==> src/rtl/mmio_uart_pkg.sv <==
// Shared definitions for the memory-mapped UART transmitter.
//   - register offsets inside the 16-byte window
//   - STATUS register bit positions
//   - serialiser FSM state encoding
package mmio_uart_pkg;

  localparam logic [3:0] TXDATA_OFS = 4'h0;
  localparam logic [3:0] STATUS_OFS = 4'h4;
  localparam logic [3:0] BAUD_OFS   = 4'h8;

  localparam int STAT_BUSY  = 0;
  localparam int STAT_FULL  = 1;
  localparam int STAT_EMPTY = 2;
  localparam int STAT_OVF   = 3;

  typedef enum logic [1:0] {
    IDLE  = 2'd0,
    START = 2'd1,
    DATA  = 2'd2,
    STOP  = 2'd3
  } tx_state_t;

endpackage

==> src/rtl/byte_fifo.sv <==
// Synchronous FIFO with show-ahead read port.
// Ports:
//   clk, rst_n          clock, asynchronous active-low reset
//   push, push_data     write request and data
//   pop                 read request; pop_data is the head entry before the pop
//   full, empty         occupancy flags from registered state
// Handshake: push is accepted when the FIFO is not full, or when it is full
// and a pop is accepted in the same cycle (occupancy then stays at DEPTH).
// pop is accepted only when the FIFO is not empty. A refused push is simply
// dropped; the caller decides what to do about it.
module byte_fifo #(
  parameter int WIDTH = 8,
  parameter int DEPTH = 8
) (
  input  logic             clk,
  input  logic             rst_n,
  input  logic             push,
  input  logic [WIDTH-1:0] push_data,
  input  logic             pop,
  output logic [WIDTH-1:0] pop_data,
  output logic             full,
  output logic             empty
);

  localparam int AW = $clog2(DEPTH);
  localparam int CW = AW + 1;

  logic [WIDTH-1:0] mem_q [DEPTH];
  logic [AW-1:0]    wr_ptr_q, wr_ptr_d;
  logic [AW-1:0]    rd_ptr_q, rd_ptr_d;
  logic [CW-1:0]    count_q, count_d;
  logic             do_push, do_pop;

  assign full     = (count_q == CW'(DEPTH));
  assign empty    = (count_q == '0);
  assign do_pop   = pop & ~empty;
  assign do_push  = push & (~full | do_pop);
  assign pop_data = mem_q[rd_ptr_q];

  // Pointers wrap naturally because DEPTH is a power of two.
  always_comb begin
    wr_ptr_d = wr_ptr_q;
    rd_ptr_d = rd_ptr_q;
    count_d  = count_q;
    if (do_push) wr_ptr_d = wr_ptr_q + AW'(1);
    if (do_pop)  rd_ptr_d = rd_ptr_q + AW'(1);
    case ({do_push, do_pop})
      2'b10:   count_d = count_q + CW'(1);
      2'b01:   count_d = count_q - CW'(1);
      default: count_d = count_q;
    endcase
  end

  always_ff @(posedge clk or negedge rst_n) begin
    if (!rst_n) begin
      wr_ptr_q <= '0;
      rd_ptr_q <= '0;
      count_q  <= '0;
    end else begin
      wr_ptr_q <= wr_ptr_d;
      rd_ptr_q <= rd_ptr_d;
      count_q  <= count_d;
    end
  end

  // Storage needs no reset: an entry is only read after it has been written.
  always_ff @(posedge clk) begin
    if (do_push) mem_q[wr_ptr_q] <= push_data;
  end

endmodule

==> src/rtl/mmio_uart_tx.sv <==
// Memory-mapped 8N1 UART transmitter on the CPU data bus.
// Ports:
//   clk, reset                 clock, asynchronous active-low reset
//   memAddress, memWriteData   CPU byte address and write data
//   memWrite, byteMask         one-cycle write strobe, per-lane byte enables
//   memReadData                registered read data, zero outside the window
//   txd                        serial line, idles high
//   tx_irq                     high when nothing is queued or in flight
//   dbg_state                  serialiser FSM state
// Register map (offset = memAddress[3:0]):
//   0x0 TXDATA  write pushes byte lane 0 into the TX FIFO, reads 0
//   0x4 STATUS  {overflow, empty, full, busy}; writing 1 to bit 3 clears overflow
//   0x8 BAUD    bit period minus one, in clk cycles, per-lane writable
//   0xC reserved, reads 0
module mmio_uart_tx
  import mmio_uart_pkg::*;
#(
  parameter logic [31:0] BASE_ADDR   = 32'h0001_0000,
  parameter int          FIFO_DEPTH  = 8,
  parameter logic [15:0] DEFAULT_DIV = 16'd103
) (
  input  logic        clk,
  input  logic        reset,
  input  logic [31:0] memAddress,
  input  logic [31:0] memWriteData,
  input  logic        memWrite,
  input  logic [3:0]  byteMask,
  output logic [31:0] memReadData,
  output logic        txd,
  output logic        tx_irq,
  output tx_state_t   dbg_state
);

  // Bus decode
  logic       hit;
  logic [3:0] ofs;
  logic       wr_en;

  assign hit   = (memAddress[31:4] == BASE_ADDR[31:4]);
  assign ofs   = memAddress[3:0];
  assign wr_en = hit & memWrite;

  // Upper write lanes have no register behind them.
  logic unused_lanes;
  assign unused_lanes = ^{memWriteData[31:16], byteMask[3:2]};

  // FIFO interface
  logic       fifo_push, fifo_pop, fifo_full, fifo_empty;
  logic [7:0] fifo_data;

  assign fifo_push = wr_en & (ofs == TXDATA_OFS) & byteMask[0];

  byte_fifo #(
    .WIDTH (8),
    .DEPTH (FIFO_DEPTH)
  ) u_fifo (
    .clk       (clk),
    .rst_n     (reset),
    .push      (fifo_push),
    .push_data (memWriteData[7:0]),
    .pop       (fifo_pop),
    .pop_data  (fifo_data),
    .full      (fifo_full),
    .empty     (fifo_empty)
  );

  // Registers
  tx_state_t   state_q, state_d;
  logic [15:0] cnt_q, cnt_d;
  logic [15:0] baud_q, baud_d;
  logic [15:0] baud_lat_q, baud_lat_d;
  logic [7:0]  shift_q, shift_d;
  logic [2:0]  idx_q, idx_d;
  logic        txd_q, txd_d;
  logic        ovf_q, ovf_d;
  logic [31:0] rdata_q, rdata_d;

  logic busy;
  logic bit_done;

  assign busy        = (state_q != IDLE);
  assign bit_done    = (cnt_q == 16'd0);
  assign tx_irq      = fifo_empty & ~busy;
  assign txd         = txd_q;
  assign memReadData = rdata_q;
  assign dbg_state   = state_q;

  // CPU-visible register updates and read mux
  always_comb begin
    baud_d  = baud_q;
    ovf_d   = ovf_q;
    rdata_d = 32'd0;

    if (wr_en && (ofs == BAUD_OFS)) begin
      if (byteMask[0]) baud_d[7:0]  = memWriteData[7:0];
      if (byteMask[1]) baud_d[15:8] = memWriteData[15:8];
    end

    // A dropped byte in the same cycle as a clear leaves the flag set, so
    // the loss is never hidden.
    if (fifo_push && fifo_full && !fifo_pop) begin
      ovf_d = 1'b1;
    end else if (wr_en && (ofs == STATUS_OFS) && byteMask[0] &&
                 memWriteData[STAT_OVF]) begin
      ovf_d = 1'b0;
    end

    if (hit) begin
      case (ofs)
        STATUS_OFS: begin
          rdata_d[STAT_BUSY]  = busy;
          rdata_d[STAT_FULL]  = fifo_full;
          rdata_d[STAT_EMPTY] = fifo_empty;
          rdata_d[STAT_OVF]   = ovf_q;
        end
        BAUD_OFS: rdata_d = {16'd0, baud_q};
        default:  rdata_d = 32'd0;
      endcase
    end
  end

  // Serialiser FSM. txd is registered, so the value chosen here appears on
  // the line from the next edge; each state therefore sets up the level of
  // the bit that follows it.
  always_comb begin
    state_d    = state_q;
    cnt_d      = cnt_q;
    baud_lat_d = baud_lat_q;
    shift_d    = shift_q;
    idx_d      = idx_q;
    txd_d      = txd_q;
    fifo_pop   = 1'b0;

    case (state_q)
      IDLE: begin
        txd_d = 1'b1;
        if (!fifo_empty) begin
          fifo_pop   = 1'b1;
          shift_d    = fifo_data;
          baud_lat_d = baud_q;
          cnt_d      = baud_q;
          txd_d      = 1'b0;
          state_d    = START;
        end
      end

      START: begin
        if (bit_done) begin
          cnt_d   = baud_lat_q;
          idx_d   = 3'd0;
          txd_d   = shift_q[0];
          state_d = DATA;
        end else begin
          cnt_d = cnt_q - 16'd1;
        end
      end

      DATA: begin
        if (bit_done) begin
          cnt_d = baud_lat_q;
          if (idx_q == 3'd7) begin
            txd_d   = 1'b1;
            state_d = STOP;
          end else begin
            idx_d   = idx_q + 3'd1;
            shift_d = {1'b0, shift_q[7:1]};
            txd_d   = shift_q[1];
          end
        end else begin
          cnt_d = cnt_q - 16'd1;
        end
      end

      STOP: begin
        if (bit_done) begin
          // Chain straight into the next frame when data is waiting.
          if (!fifo_empty) begin
            fifo_pop   = 1'b1;
            shift_d    = fifo_data;
            baud_lat_d = baud_q;
            cnt_d      = baud_q;
            txd_d      = 1'b0;
            state_d    = START;
          end else begin
            txd_d   = 1'b1;
            state_d = IDLE;
          end
        end else begin
          cnt_d = cnt_q - 16'd1;
        end
      end

      default: begin
        txd_d   = 1'b1;
        state_d = IDLE;
      end
    endcase
  end

  always_ff @(posedge clk or negedge reset) begin
    if (!reset) begin
      state_q    <= IDLE;
      cnt_q      <= 16'd0;
      baud_q     <= DEFAULT_DIV;
      baud_lat_q <= DEFAULT_DIV;
      shift_q    <= 8'd0;
      idx_q      <= 3'd0;
      txd_q      <= 1'b1;
      ovf_q      <= 1'b0;
      rdata_q    <= 32'd0;
    end else begin
      state_q    <= state_d;
      cnt_q      <= cnt_d;
      baud_q     <= baud_d;
      baud_lat_q <= baud_lat_d;
      shift_q    <= shift_d;
      idx_q      <= idx_d;
      txd_q      <= txd_d;
      ovf_q      <= ovf_d;
      rdata_q    <= rdata_d;
    end
  end

endmodule

==> config.mk <==
export PLATFORM = sky130hd
export DESIGN_NAME = mmio_uart_tx
export DESIGN_NICKNAME = d
export VERILOG_FILES = /design/src/rtl/mmio_uart_pkg.sv /design/src/rtl/byte_fifo.sv /design/src/rtl/mmio_uart_tx.sv
export SDC_FILE = /design/constraint.sdc
export NUM_CORES = 1
export LEC_CHECK = 0
export ABC_CLOCK_PERIOD_IN_PS = 8200
export CAP_MARGIN = 25
export CORE_MARGIN = 1.5
export CORE_UTILIZATION = 59
export DETAILED_ROUTE_END_ITERATION = 10
export PLACE_DENSITY_LB_ADDON = 0.15
export SYNTH_ARGS = -nofsm -noshare
export SYNTH_HDL_FRONTEND = slang
export SYNTH_SLANG_ARGS = --single-unit
export TNS_END_PERCENT = 30
==> constraint.sdc <==
create_clock -name clk -period 8.2 [get_ports clk]
set_input_delay 1.64 -clock clk [delete_from_list [all_inputs] [get_ports clk]]
set_output_delay 1.64 -clock clk [all_outputs]
set_load 0.1 [all_outputs]
==> impl_metrics.json <==
{
  "via_count": 4808,
  "place.detailed.hpwl_um": 10060,
  "io_pins": 107,
  "area_growth_pct": 19.70,
  "grt_max_degree": 75,
  "cts_hold_buf": 0,
  "drive_gt1_share_pct": 21.82,
  "routed_via_density": 5.973,
  "worstPathRequired_ns": 8.50,
  "grt_usage_pct": 25.44,
  "power_frac_seq_pct": 48.6,
  "fin_nets": 708,
  "n_antenna_cell": 0,
  "die_y_um": 114.2,
  "switchingPower_mw": 0.3627,
  "power_leakage_nw": 3.523,
  "drt-total-wl_um": 15590,
  "synth_area_leader_cell": "dfrtp_1",
  "clkPwrFrac_pct": 46.3,
  "max_stage_delay_ns": 0.56,
  "avgSynthCellArea_um2": 13.27,
  "wl_per_cell_um": 19.36,
  "ys_types": 69,
  "yosysSeqAreaShare_pct": 57.04,
  "finalHoldViolations": 0,
  "synth_area_leaders": "dfrtp_1 27%, edfxtp_1 26%, mux2_2 7.3%",
  "grt_pass1_wl_um": 24820,
  "start_util_pct": 60.51,
  "grt_pass1_vias": 4802,
  "status": "complete, no violations",
  "worstPathMaxFanout": 12,
  "crit_buf_inv": 1,
  "finalHoldWorstSlack_ns": 0.4931,
  "cts.repair.resized": 0,
  "arrival_ns": 4.95,
  "ys.flop_type": "dfrtp_1",
  "rsz0062_at_grt": "no",
  "root_buffer": "clkbuf_16",
  "die-width_um": 114.2,
  "finalCritPeriodShare_pct": 56.66,
  "setup_viol": 0,
  "syn_area_um2": 7298,
  "post-cts-setup-buffer-count": 0,
  "fin_skew_ns": 0.008586,
  "final.setup.tns_ns": 0,
  "clk_pin_slew_ns": 0.06,
  "max_slew.worst_pin.slew_ns": 0.9895,
  "ys_seq_elements": 153,
  "syn_inst": 550,
  "n_fill_cell": 814,
  "cpLargestDelayFamily": "simple AND/OR/NAND/NOR gates",
  "power.internal_mw": 1.326,
  "critPathKind": "input pin to flip-flop",
  "timing.hold.worst.class": "flip-flop to flip-flop",
  "p_comb_share_pct": 5.1,
  "overflow": 0,
  "cts.sinks": 153,
  "grt_antenna_before_repair": 0,
  "drv_slew": 0,
  "crit_slowest_cell": "nor4_1",
  "synth_top_area_share_pct": 26.74,
  "cp_cell_sequence": "clkdlybuf4s50_1 -> nor4b_1 -> and4_1 -> nand4_2 -> nor4_1 -> nand2_2 -> ha_1 -> xor2_1 -> ha_1 -> a21oi_1 -> xor2_1 -> nor2_1 -> xor2_1",
  "crit_path_end_kind": "flip-flop",
  "cts_tree": "done",
  "min_period_ns": 4.646,
  "powerDensity_nw_per_um2": 193.3,
  "drt_iter0_drc": 312,
  "dr.pass1.iters": 5,
  "final_cell_mix": "78 x dfrtp_1, 71 x clkdlybuf4s50_1, 64 x edfxtp_1",
  "die_area_um2": 13050,
  "htree_levels": 4,
  "yosys_warnings": 0,
  "drcViolationCount": 0,
  "numCtsBuffers": 17,
  "async_reset_ff_share_pct": 58.17,
  "cts_buffer_depth": 2,
  "rows": 40,
  "vdd_drop_max_mv": 0.1394,
  "cp-start-kind": "input pin",
  "ant_nets": 0,
  "clk_latency_ns": 0.43,
  "cpMostUsedCell": "xor2_1",
  "place_congestion": 0.8080,
  "portBuffers": 72,
  "power_mw": 1.688,
  "max_freq_mhz": 215.2,
  "coreArea_um2": 12060,
  "synth_edf_count": 64,
  "final_common_cell": "dfrtp_1",
  "swShare_pct": 21.48,
  "slew_headroom_pct": 33.83,
  "cap_violations": 0
}
==> stage by stage <==
| step | std cells | worst slack [ns] | instance area, µm² | util (%) |
|---|---|---|---|---|
| final | 805 | 3.554 | 8736 | 72.43 |
| after floorplan | 565 | 3.925 | 7355 | - |
| after global placement | 769 | 2.933 | 8082 | 67.00 |
| after detailed placement | 772 | 3.180 | 8119 | 67.31 |
| after global routing | 805 | 3.157 | 8736 | 72.43 |
| after CTS | 804 | 3.550 | 8708 | 72.20 |
==> path summary, 6_finish.rpt <==
kind / slack, ns / to / from / depth (start not counted)
max in group asynchronous: 5.95 / memReadData[1] / reset / 2
max reg2reg: 4.45 / u_fifo.count_q[2] / cnt_q[1] / 14
min reg2reg: 0.49 / idx_q[1] / idx_q[1] / 1
min in group asynchronous: 1.06 / idx_q[0] / reset / 1
min: 0.49 / idx_q[1] / idx_q[1] / 1
max: 3.55 / u_fifo.count_q[2] / memAddress[14] / 13
==> sequential cells by signal (all words and copies together), names as in the netlist, 3 cells and up <==
| signal | count |
|---|---|
| u_fifo.mem_q | 64 |
| baud_lat_q | 16 |
| baud_q | 16 |
| cnt_q | 16 |
| memReadData | 16 |
| shift_q | 8 |
| u_fifo.count_q | 4 |
| idx_q | 3 |
| u_fifo.rd_ptr_q | 3 |
| u_fifo.wr_ptr_q | 3 |
==> power groups by stage <==
| stage | clock (mW) | sequential [mW] | combinational, mW |
|---|---|---|---|
| final | 0.781 | 0.821 | 0.0862 |
| after global routing | 0.819 | 0.822 | 0.0924 |
| after CTS | 0.788 | 0.821 | 0.0870 |
| after detailed placement | 0 | 0.836 | 0.0866 |
| after global placement | 0 | 0.834 | 0.0845 |
| after floorplan | 0 | 0.833 | 0.0519 |
==> cell usage after synthesis (3+ instances only) <==
library cell	instances
dfrtp_1	78
edfxtp_1	64
mux2_2	47
nor2_1	40
o21ai_0	31
nand2_1	23
a21oi_1	18
clkbuf_1	18
buf_4	17
mux4_2	16
and2_1	13
ha_1	13
nor4_1	12
dfstp_2	11
inv_1	11
nor3_1	10
xnor2_1	10
mux2i_1	9
xor2_1	8
a221oi_1	7
o22a_1	7
a211oi_1	5
buf_2	5
nand3_1	4
a21o_1	3
a22oi_1	3
a31oi_1	3
buf_6	3
nand4_1	3
nor4b_4	3
o221ai_1	3
==> final cells by class <==
cell class              instances  area (µm²)  share of cell area, %
inverters                      11       41.29                 0.4726
repair buffers                 85       850.8                  9.739
multi-input cells             356        2882                  32.98
flip-flops and latches        153        4163                  47.65
well taps                     168       210.2                  2.406
clock buffers                  21       440.4                  5.042
clock inverters                11       148.9                  1.704
==> cell families (layout without fill, tap and decap cells) <==
kind of cell	after synthesis	count (layout)	synth area share, %
compound gates	101	101	9.532
xor+xnor	18	18	2.160
fa+ha+maj	13	13	2.229
buf+inv	56	128	4.251
flops	153	153	57.04
mux	72	72	13.42
other cells	1	16	0.05138
simple gates	136	136	11.32
==> per-layer routing <==
metal,GRT usage [%],part of all wire (%),wire length [µm],vias to the layer above
met2,40.96,49,7631,193
li1,-,-,-,2185
met1,35.54,44,6856,2410
met5,0,0,0,-
met3,5.188,6.0,933,20
met4,7.500,1.1,164,0
(Power assumes the default switching activity.)
==> variant 1, RTL diff (same flow settings) <==
Change the parameter `FIFO_DEPTH` from 8 to 4.
--- a/src/rtl/mmio_uart_tx.sv
+++ b/src/rtl/mmio_uart_tx.sv
@@ -16,7 +16,7 @@
   import mmio_uart_pkg::*;
 #(
   parameter logic [31:0] BASE_ADDR   = 32'h0001_0000,
-  parameter int          FIFO_DEPTH  = 8,
+  parameter int          FIFO_DEPTH  = 4,
   parameter logic [15:0] DEFAULT_DIV = 16'd103
 ) (
   input  logic        clk,
Behaviour: not the same (Yosys sat finds a counterexample within 10 cycles, from zero or initial values and one cycle with reset low).
==> variant 1 against the unedited design <==
  * Non-clock buffer count shrank 8
  * Critical path type is now reg -> out
  * Hold slack lost 0.0057 ns
  * Sequential cell count decreased by 35
  * Utilization up 2.2 points
  * Routed wire length down 18%
  * Worst setup slack improved by 0.12 ns
  * Final area is 17% lower
  * Area after synthesis down 19%
  * Total power is 12% lower
==> variant 1: results (changes against the unedited design) <==
metric;value;unit;change
clk_root_buffer_cell;clkbuf_8;;was clkbuf_16
clock_latency;0.52;ns;was 0.43 ns
dp_hpwl;8468;um;was 10060 um
top_register;u_fifo.mem_q;;unchanged
cts_inserted_buffers;17;;unchanged
cp_data_arrival_time;2.88;ns;was 4.95 ns
synth_cell_types;64;;was 69
drt_iter0_markers;289;;was 312
critPathMaxFanout;20;;was 12
synth.area.top_cells;dfrtp_1 (32%), edfxtp_1 (16%), mux2_2 (6.3%);;was dfrtp_1 (27%), edfxtp_1 (26%), mux2_2 (7.3%)
grt_first_pass_wirelength;20620;um;was 24820 um
antenna_cells;0;;unchanged
syn_area_per_cell;11.56;um2;was 13.27 um2
dpl.cell_count;689;;was 772
ys_seq_area_frac;0.5314;;was 0.5704
vias;4185;;was 4808
grt_pass1_vias;4138;;was 4802
clockBufferDepth;2;;unchanged
skew;0.008319;ns;was 0.008586 ns
grt_start_max_net_pins;74;;was 75
ys.flop_type;dfrtp_1;;unchanged
final_cells;722;;was 805
synth_mux_area_frac;0.1110;;was 0.1342
max_slew_margin;0.2940;;was 0.3383
place_area;0.006646;mm2;was 0.008119 mm2
synth-xor-area-share;0.02233;;was 0.02160
async_reset_ff_frac;0.7288;;was 0.5817
utilization;0.7464;;was 0.7243
ys_warn_count;0;;unchanged
synth_common_cells;dfrtp_1 (75), nor2_1 (40), nand2_1 (34), mux2_2 (33), edfxtp_1 (32);;was dfrtp_1 (78), edfxtp_1 (64), mux2_2 (47), nor2_1 (40), o21ai_0 (31)
yosys.area_share.adder;0.02892;;was 0.02229
synth_compound_area_frac;0.1265;;was 0.09532
outcome;completed;;unchanged
drive_gt1_frac;0.1732;;was 0.2182
nNetsFinal;660;;was 708
clk_pin_slew_worst_paths;0.06;ns;about the same
firstDrtPassIters;5;;unchanged
hold_class;reg -> reg;;unchanged
p_int;1156;uW;was 1326 uW
track_usage;0.2646;;was 0.2544
io_buffers;72;;unchanged
peakVddDrop;0.1208;mV;was 0.1394 mV
synth_edf_count;32;;was 64
place.gp.congestion;0.8576;;was 0.8080
leakage;0.003122;uW;was 0.003523 uW
fillCellCount;649;;was 814
h-tree-depth;4;;unchanged
wirelength;12820;um;was 15590 um
ctsResizeCount;0;;unchanged
largest_reg_flops;32;;was 64
antenna_found_initial;0;;unchanged
post-cts-setup-buffers;0;;unchanged
[variant 1: changes by cell type after synthesis, moves of 6 or more]
| cell | unedited run | this run |
|---|---|---|
| a21oi_1 | 18 | 26 |
| a221oi_1 | 7 | 1 |
| a22oi_1 | 3 | 10 |
| edfxtp_1 | 64 | 32 |
| mux2_2 | 47 | 33 |
| mux4_2 | 16 | 8 |
| nand2_1 | 23 | 34 |
| o21a_1 | 2 | 12 |
| o22a_1 | 7 | 0 |
| o22ai_1 | 2 | 11 |
[variant 1: metal layers]
| layer | wire length, um | track usage | share of wire |
|---|---|---|---|
| met3 | 931 | 0.08881 | 0.073 |
| met2 | 6187 | 0.4167 | 0.48 |
| met5 | 0 | 0 | 0 |
| met4 | 181 | 0.08004 | 0.014 |
| met1 | 5514 | 0.3530 | 0.43 |
[variant 1: through the flow]
step / setup WS, ns / hold WS (ns)
finish: 3.678 / 0.4874
global route: 3.579 / 0.5237
CTS: 3.650 / 0.4898
detailed placement: 3.690 / 0.4769
global placement: 3.707 / 0.4631
floorplan: 4.035 / 0.4496
[variant 1: power groups by stage]
stage	Combinational (uW)	Clock [uW]	Sequential [uW]
final	111	748	625
after global routing	121	782	626
after CTS	111	755	625
after detailed placement	111	0	635
after global placement	107	0	634
after floorplan	71.2	0	633
[variant 1: area by class of cell]
| class | instances | share of cell area |
|---|---|---|
| clock inverters | 10 | 0.02102 |
| flip-flops and latches | 118 | 0.4306 |
| well taps | 133 | 0.02292 |
| multi-input cells | 350 | 0.3470 |
| clock buffers | 22 | 0.06099 |
| inverters | 12 | 0.006203 |
| repair buffers | 77 | 0.1113 |
[variant 1: logic make-up after synthesis]
family                     count (synthesis)
DFF                                      118
and+or+nand+nor                          140
AOI/OAI and AO/OA                        115
other                                      1
xor gates and xnor gates                  15
buffers and inverters                     56
muxes                                     51
adders and majority gates                 13
[variant 1: worst paths after layout]
path	end	start	depth (start not counted)	slack (ns)
hold reg to reg	idx_q[2]$_DFFE_PN0P_	idx_q[2]$_DFFE_PN0P_	2	0.49
max in group asynchronous	baud_q[6]$_DFFE_PN1P_	reset	2	6.56
setup / recovery	tx_irq	u_fifo.count_q[0]$_DFFE_PN0P_	4	3.68
min in group asynchronous	idx_q[2]$_DFFE_PN0P_	reset	1	0.97
setup reg to reg	u_fifo.count_q[2]$_DFFE_PN0P_	dbg_state[0]$_DFFE_PN0P_	10	4.97
hold / removal	idx_q[2]$_DFFE_PN0P_	idx_q[2]$_DFFE_PN0P_	2	0.49
[variant 1: critical path, stage by stage (launching register included)]
cell             delay, ns
dfrtp_1               0.44
or3_1                 0.40
buf_4                 0.23
nor2_1                0.14
clkdlybuf4s50_1       1.15
==> variant 2, RTL diff (config.mk and constraints unchanged) <==
Without the edit above. Remove the register `rdata_q`: a continuous assignment takes its place, so the output `memReadData` follows one clock earlier.
--- a/src/rtl/mmio_uart_tx.sv
+++ b/src/rtl/mmio_uart_tx.sv
@@ -207,7 +207,6 @@
       idx_q      <= 3'd0;
       txd_q      <= 1'b1;
       ovf_q      <= 1'b0;
-      rdata_q    <= 32'd0;
     end else begin
       state_q    <= state_d;
       cnt_q      <= cnt_d;
@@ -217,9 +216,10 @@
       idx_q      <= idx_d;
       txd_q      <= txd_d;
       ovf_q      <= ovf_d;
-      rdata_q    <= rdata_d;
     end
   end
 
+  assign rdata_q = rdata_d;
+
 endmodule
 
Behaviour: not the same (Yosys sat finds a counterexample within 4 cycles, from zero or initial values and one cycle with reset low).
==> variant 2 against the unedited design <==
  * Worst setup slack worse by 1.6 ns
  * Final area is 5.3% lower
  * Area after synthesis fell by 5.4%
  * Routed wire length fell by 2.8%
  * Sequential cell count decreased by 16
  * Die area shrank 5.3%
  * Via count decreased by 2.0%
  * Total power fell by 9.2%
  * Largest cell class unchanged
  * Highest routed layer unchanged
==> variant 2: results (changes against the unedited design) <==
metric;value;unit;change
outcome;completed;;unchanged
use_met2;0.4025;;was 0.4096
grt_first_pass_wirelength;24330;um;was 24820 um
async_reset_ff_frac;0.5328;;was 0.5817
layout_setup_ws;1.974;ns;was 3.554 ns
synth.area.top_cells;edfxtp_1 (28%), dfrtp_1 (22%), mux2_2 (7.7%);;was dfrtp_1 (27%), edfxtp_1 (26%), mux2_2 (7.3%)
switchingPower;347.9;uW;was 362.7 uW
dp_hpwl;10030;um;was 10060 um
grt_util_met1;0.3590;;was 0.3554
slowest_delay;1.13;ns;was 0.56 ns
ys_seq_area_frac;0.5451;;was 0.5704
synth_common_cells;edfxtp_1 (64), dfrtp_1 (62), mux2_2 (47), nor2_1 (40), o21ai_0 (31);;was dfrtp_1 (78), edfxtp_1 (64), mux2_2 (47), nor2_1 (40), o21ai_0 (31)
drt-met1-wl;6545;um;was 6856 um
synth_cell_types;70;;was 69
r2r_cells;12;;was 14
dp_slack;1.416;ns;was 3.180 ns
wirelength;15140;um;was 15590 um
critical_path.endpoint;memReadData[4];;was u_fifo.count_q[2]$_DFFE_PN0P_
skew;0.006913;ns;was 0.008586 ns
place.gp.congestion;0.8044;;was 0.8080
use_met3;0.07162;;was 0.05188
grt_start_max_net_pins;74;;was 75
critPathMaxFanout;13;;was 12
leakage;0.003276;uW;was 0.003523 uW
nNetsFinal;691;;was 708
track_usage;0.2582;;was 0.2544
==> variant 2: cell count changes after synthesis <==
cell,delta
dfrtp_1,-16
buf_1,+2
clkbuf_1,-1
==> variant 2: logic make-up (layout without fill, tap and decap cells) <==
| logic type | after synthesis | in the layout | share of synthesized area |
|---|---|---|---|
| adder cells (fa/ha/maj) | 13 | 13 | 0.02357 |
| AND/OR/NAND/NOR | 136 | 136 | 0.1197 |
| buffers and inverters | 57 | 127 | 0.04550 |
| XOR/XNOR | 18 | 18 | 0.02284 |
| flip-flops | 137 | 137 | 0.5451 |
| other | 1 | 16 | 0.0005434 |
| multiplexers | 72 | 72 | 0.1420 |
| AO/OA/AOI/OAI | 101 | 101 | 0.1008 |
==> variant 2: metrics by stage <==
step	cells	util	hold WS (ns)	instance area, um2
detailed placement	728	0.6715	0.4892	7667
finish	763	0.7243	0.4975	8270
CTS	760	0.7188	0.5038	8208
global route	763	0.7243	0.5162	8270
global placement	726	0.6684	0.4789	7632
floorplan	550	-	0.4671	6958
==> variant 2: worst min path at each step <==
stage               cells past startpoint                         to
floorplan                               1       idx_q[1]$_DFFE_PN0P_
global placement                        1       idx_q[1]$_DFFE_PN0P_
detailed placement                      1  baud_lat_q[4]$_DFFE_PN0P_
CTS                                     1       idx_q[1]$_DFFE_PN0P_
global route                            1  baud_lat_q[4]$_DFFE_PN0P_
finish                                  1       idx_q[1]$_DFFE_PN0P_
==> variant 2: area by class of cell <==
type | instances | area [um2]
fill | 770 | 3148
timing repair buffer | 84 | 865.8
sequential | 137 | 3762
clock buffer | 21 | 440.4
clock inverter | 11 | 100.1
inverter | 11 | 41.29
multi-input combinational | 356 | 2882
tap | 143 | 178.9
